**src/rtl/apb3_arbiter_master.sv**
```systemverilog
// Round-robin arbiter sharing one APB3 bus between N_REQ requesters.
// Optional ACCESS timeout abort is built when APB_TIMEOUT_EN is defined.
module apb3_arbiter_master #(
    parameter int N_REQ          = 2,
    parameter int N_BIT_DATA     = 32,
    parameter int N_BIT_ADDRESS  = 4,
    parameter int TIMEOUT_CYCLES = 16
) (
    input  logic                           PCLK,
    input  logic                           PRESET,
    input  logic [N_REQ-1:0]               req_valid,
    input  logic [N_REQ-1:0]               req_write,
    input  logic [N_REQ*N_BIT_ADDRESS-1:0] req_addr,
    input  logic [N_REQ*N_BIT_DATA-1:0]    req_wdata,
    output logic [N_REQ-1:0]               req_ready,
    output logic [N_REQ-1:0]               rsp_valid,
    output logic [N_BIT_DATA-1:0]          rsp_rdata,
    output logic                           rsp_err,
    output logic                           PSEL,
    output logic                           PENABLE,
    output logic                           PWRITE,
    output logic [N_BIT_ADDRESS-1:0]       PADDR,
    output logic [N_BIT_DATA-1:0]          PWDATA,
    input  logic [N_BIT_DATA-1:0]          PRDATA,
    input  logic                           PREADY,
    input  logic                           PSLVERR
);
    localparam int GW = (N_REQ > 1) ? $clog2(N_REQ) : 1;

    typedef enum logic [1:0] {IDLE, SETUP, ACCESS} state_t;

    state_t          state;
    logic [GW-1:0]   last_grant;
    logic [GW-1:0]   nxt;
    logic            any;

`ifdef APB_TIMEOUT_EN
    localparam int CW = $clog2(TIMEOUT_CYCLES + 1);
    logic [CW-1:0] cnt;
`endif

    // Search starts just after the last winner, so the winner drops to lowest priority.
    always_comb begin
        any = 1'b0;
        nxt = last_grant;
        for (int k = 1; k <= N_REQ; k++) begin
            int idx;
            idx = int'(last_grant) + k;
            if (idx >= N_REQ) idx = idx - N_REQ;
            if (!any && req_valid[idx]) begin
                any = 1'b1;
                nxt = GW'(idx);
            end
        end
    end

    always_comb begin
        req_ready = '0;
        if (state == IDLE && any && !PRESET) req_ready[nxt] = 1'b1;
    end

    always_ff @(posedge PCLK) begin
        if (PRESET) begin
            state      <= IDLE;
            last_grant <= GW'(N_REQ - 1);
            PSEL       <= 1'b0;
            PENABLE    <= 1'b0;
            PWRITE     <= 1'b0;
            PADDR      <= '0;
            PWDATA     <= '0;
            rsp_valid  <= '0;
            rsp_rdata  <= '0;
            rsp_err    <= 1'b0;
`ifdef APB_TIMEOUT_EN
            cnt        <= '0;
`endif
        end else begin
            rsp_valid <= '0;
            case (state)
                IDLE: begin
                    if (any) begin
                        PWRITE     <= req_write[nxt];
                        PADDR      <= req_addr[nxt*N_BIT_ADDRESS +: N_BIT_ADDRESS];
                        PWDATA     <= req_wdata[nxt*N_BIT_DATA +: N_BIT_DATA];
                        last_grant <= nxt;
                        PSEL       <= 1'b1;
                        state      <= SETUP;
                    end
                end
                SETUP: begin
                    PENABLE <= 1'b1;
                    state   <= ACCESS;
`ifdef APB_TIMEOUT_EN
                    cnt     <= '0;
`endif
                end
                ACCESS: begin
                    // last_grant still names the requester that owns this transfer
                    if (PREADY) begin
                        rsp_rdata             <= PWRITE ? '0 : PRDATA;
                        rsp_err               <= PSLVERR;
                        rsp_valid[last_grant] <= 1'b1;
                        PSEL                  <= 1'b0;
                        PENABLE               <= 1'b0;
                        state                 <= IDLE;
                    end
`ifdef APB_TIMEOUT_EN
                    else if (cnt == CW'(TIMEOUT_CYCLES - 1)) begin
                        rsp_rdata             <= '0;
                        rsp_err               <= 1'b1;
                        rsp_valid[last_grant] <= 1'b1;
                        PSEL                  <= 1'b0;
                        PENABLE               <= 1'b0;
                        state                 <= IDLE;
                    end else begin
                        cnt <= cnt + 1'b1;
                    end
`endif
                end
                default: state <= IDLE;
            endcase
        end
    end
endmodule

```
**config.mk**
```make
export PLATFORM = sky130hd
export DESIGN_NAME = apb3_arbiter_master
export DESIGN_NICKNAME = d
export VERILOG_FILES = /design/src/rtl/apb3_arbiter_master.sv
export SDC_FILE = /design/constraint.sdc
export NUM_CORES = 1
export LEC_CHECK = 0
export ABC_AREA = 1
export BUFFER_PORTS_ARGS = -buffer_cell sky130_fd_sc_hd__buf_2
export CAP_MARGIN = 20
export CORE_UTILIZATION = 48
export CTS_BUF_LIST = sky130_fd_sc_hd__clkbuf_8
export CTS_CLUSTER_SIZE = 24
export DETAILED_ROUTE_END_ITERATION = 12
export GPL_TIMING_DRIVEN = 0
export HOLD_SLACK_MARGIN = 0.05
export PLACE_DENSITY = 0.95
export SLEW_MARGIN = 20
export SYNTH_ARGS = -nofsm -noshare
export SYNTH_HDL_FRONTEND = slang
export SYNTH_SLANG_ARGS = --single-unit
export TNS_END_PERCENT = 100
```
**constraint.sdc**
```tcl
create_clock -name PCLK -period 2.2 [get_ports PCLK]
set_clock_uncertainty 0.15 [all_clocks]
set_input_delay 0.11 -clock PCLK [delete_from_list [all_inputs] [get_ports PCLK]]
set_output_delay 0.11 -clock PCLK [all_outputs]
set_load 0.1 [all_outputs]
```
==> results.cfg <==
[status]
status = finished, final reports clean

[sta]
slew_headroom_pct = 65.7
rsz0062_at_grt = false
finalCritPeriodShare_pct = 97.9
fin_hold_ws_ps = 309
final-hold-violation-count = 0
finalMaxSlewViolations = 0
max_clock_freq_mhz = 464
fin_crit_ps = 2150
tns_ps = 0
finalSetupViolations = 0
worst_slack_ps = 45.3
tightest_slew_ps = 518

[yosys]
synth_nets = 547
netlist_area_sq_um = 3200
synth_mux_area_share_pct = 0
yosysTopAreaCell = dfxtp_1
synth-compound-area-share_pct = 5.78
synth_xor_area_share_pct = 0
yosys_warnings = 0
synth.top_cell.area_share_pct = 48.1
syn-mean-instance-area_sq_um = 7.36
ys_ff_latch = 77
synth.top_cells.by_area = dfxtp_1 (48%), nand2_1 (19%), nand3_1 (11%), nand4_1 (6.3%), o21ai_0 (3.4%)
synth_cell_type_count = 18
synth-simple-area-share_pct = 38.2
synth-adder-area-share_pct = 0
synthesis.instances = 435
seq_area_frac_synth_pct = 48.1
synth_top_family_by_area = simple AND/OR/NAND/NOR gates

[place]
dp_slack_ps = 503
gp_congestion = 0.806
io_buffers = 187
dp_hpwl_um = 7600
dp_cells = 699

[critical_path]
worst_setup_path_start_kind = input port
critical_path_required_ps = 2320
critPathMaxFanout = 10
arrival_ps = 2280
crit_path_end_kind = flop
rr_worst_depth = 8
path_class = in -> reg

[layout]
area_growth_pct = 73.0
n_antenna_cell = 0
final_layout_size_suffix_gt1_share_pct = 31.8
final_common_cell = buf_2
num-fill-cells = 321
nets = 856
instances_no_fill = 825
mostFrequentLayoutCells = buf_2 (198), nand2_1 (166), dlygate4sd3_1 (111)

[power]
irDropWorstVdd_uv = 580
powerDensity_nw_per_um2 = 774
p_leak_uw = 0.00296

[min_path]
hold_path_depth = 2
hold_path_class = reg -> reg

[floorplanning]
num_io_pins = 188
fp.coreArea_sq_um = 6390
die-area_sq_um = 7000
rows = 29
die_y_um = 83.7
start_util_pct = 50.1
die-width_um = 83.7

[routing]
vias_per_cell = 5.76
wire_per_inst_um = 18.7
top_layer = met4
drtAntennaViolNets = 0
drtPass1Iterations = 5
met1_length_um = 5230
drc = 0
dr_wl_met2_um = 7400
vias = 4756
wl_met3_um = 1670
initialDrtViolationCount = 325
drt_wl_total_um = 15400

[cts]
htree_num_levels = 3
cts_buffer_depth = 2
cts-buffers-inserted = 9
cts.clk_slew.worst_paths_ps = 80
insertion_delay_ps = 340
cts_num_sinks = 77
cts-root-buf = clkbuf_8
cts_tree = done
cts_setup_buffers = 0

[global_routing]
grt_pass1_wl_um = 24300
grt_max_degree = 13
grt_util_all_layers_pct = 43.8
grt_pass1_vias = 4948
antenna_found_initial = 0
overflow = 0

[job]
drv_cap = 0
-- state kept, by name, indices dropped and copies added, names as in the netlist --
| signal | count |
|---|---|
| PWDATA | 32 |
| rsp_rdata | 32 |
| PADDR | 4 |
| rsp_valid | 2 |
| state | 2 |
| PENABLE | 1 |
| PSEL | 1 |
| PWRITE | 1 |
| last_grant | 1 |
| rsp_err | 1 |
-- what timing repair did --
item / CTS / global route
endpoints found under the hold margin: 72 / 0
gates resized for setup: 0 / 4
hold buffers: 111 / 0
endpoints found under the setup margin: 0 / 7
-- stage by stage --
step | util (%) | cell area, sq um | total power (uW)
finish | 86.8 | 5540 | 4290
global route | 86.8 | 5540 | 4420
CTS | 86.7 | 5540 | 4160
detailed placement | 66.4 | 4240 | 2960
global placement | 66.4 | 4240 | 2930
floorplan | - | 3210 | 2650
-- power breakdown --
part | leakage [uW] | internal (uW) | switching [uW] | total [uW]
logic | 0.00224 | 476 | 1210 | 1680
clock network | 0.0000905 | 496 | 540 | 1040
registers | 0.000628 | 1500 | 73.1 | 1570
-- logic make-up (layout without fill, tap and decap cells) --
family,count (synthesis),after routing
and+or+nand+nor,277,277
DFF,77,77
buffers and inverters,44,357
AOI/OAI and AO/OA,37,37
-- cell usage after synthesis --
library cell and instances:
inv_1 6, nand3_1 69, buf_2 12, buf_4 5, buf_1 2, nor2_4 1, nand2_2 2, buf_6 7
nor2_1 5, o21ai_0 22, nand4_1 32, clkbuf_1 9, nand2_1 166, dfxtp_1 77, o21ai_1 11, a21oi_1 4
inv_2 3, nor2_2 2
-- layout make-up --
| type | instances | area [sq um] | share of cell area [%] |
|---|---|---|---|
| inverter | 9 | 33.8 | 0.610 |
| tap | 77 | 96.3 | 1.74 |
| timing repair buffer | 298 | 2050 | 37.0 |
| clock inverter | 3 | 20.0 | 0.361 |
| multi-input combinational | 314 | 1410 | 25.5 |
| clock buffer | 12 | 165 | 2.98 |
| buffer | 35 | 219 | 3.95 |
| sequential | 77 | 1540 | 27.8 |
-- path summary, 6_finish.rpt --
| path | startpoint | to | slack [ps] |
|---|---|---|---|
| max | PRESET | PWDATA[24] | 50 |
| max reg2reg | last_grant | PWDATA[24] | 90 |
| min | PWDATA[1] | PWDATA[1] | 310 |
| min reg2reg | PWDATA[1] | PWDATA[1] | 310 |
-- critical path, cell delays in order --
cell	delay, ps
dlygate4sd3_1	540
buf_2	160
inv_2	130
buf_4	200
buf_2	270
nand4_1	170
nand3_1	100
dlygate4sd3_1	580
-- routing by layer --
metal	GRT usage, %	up-vias
met4	30.2	0
met5	0	-
met3	11.7	116
met2	76.9	454
li1	-	2059
met1	45.3	2127
Note: power is estimated with default switching activity, not from simulation.
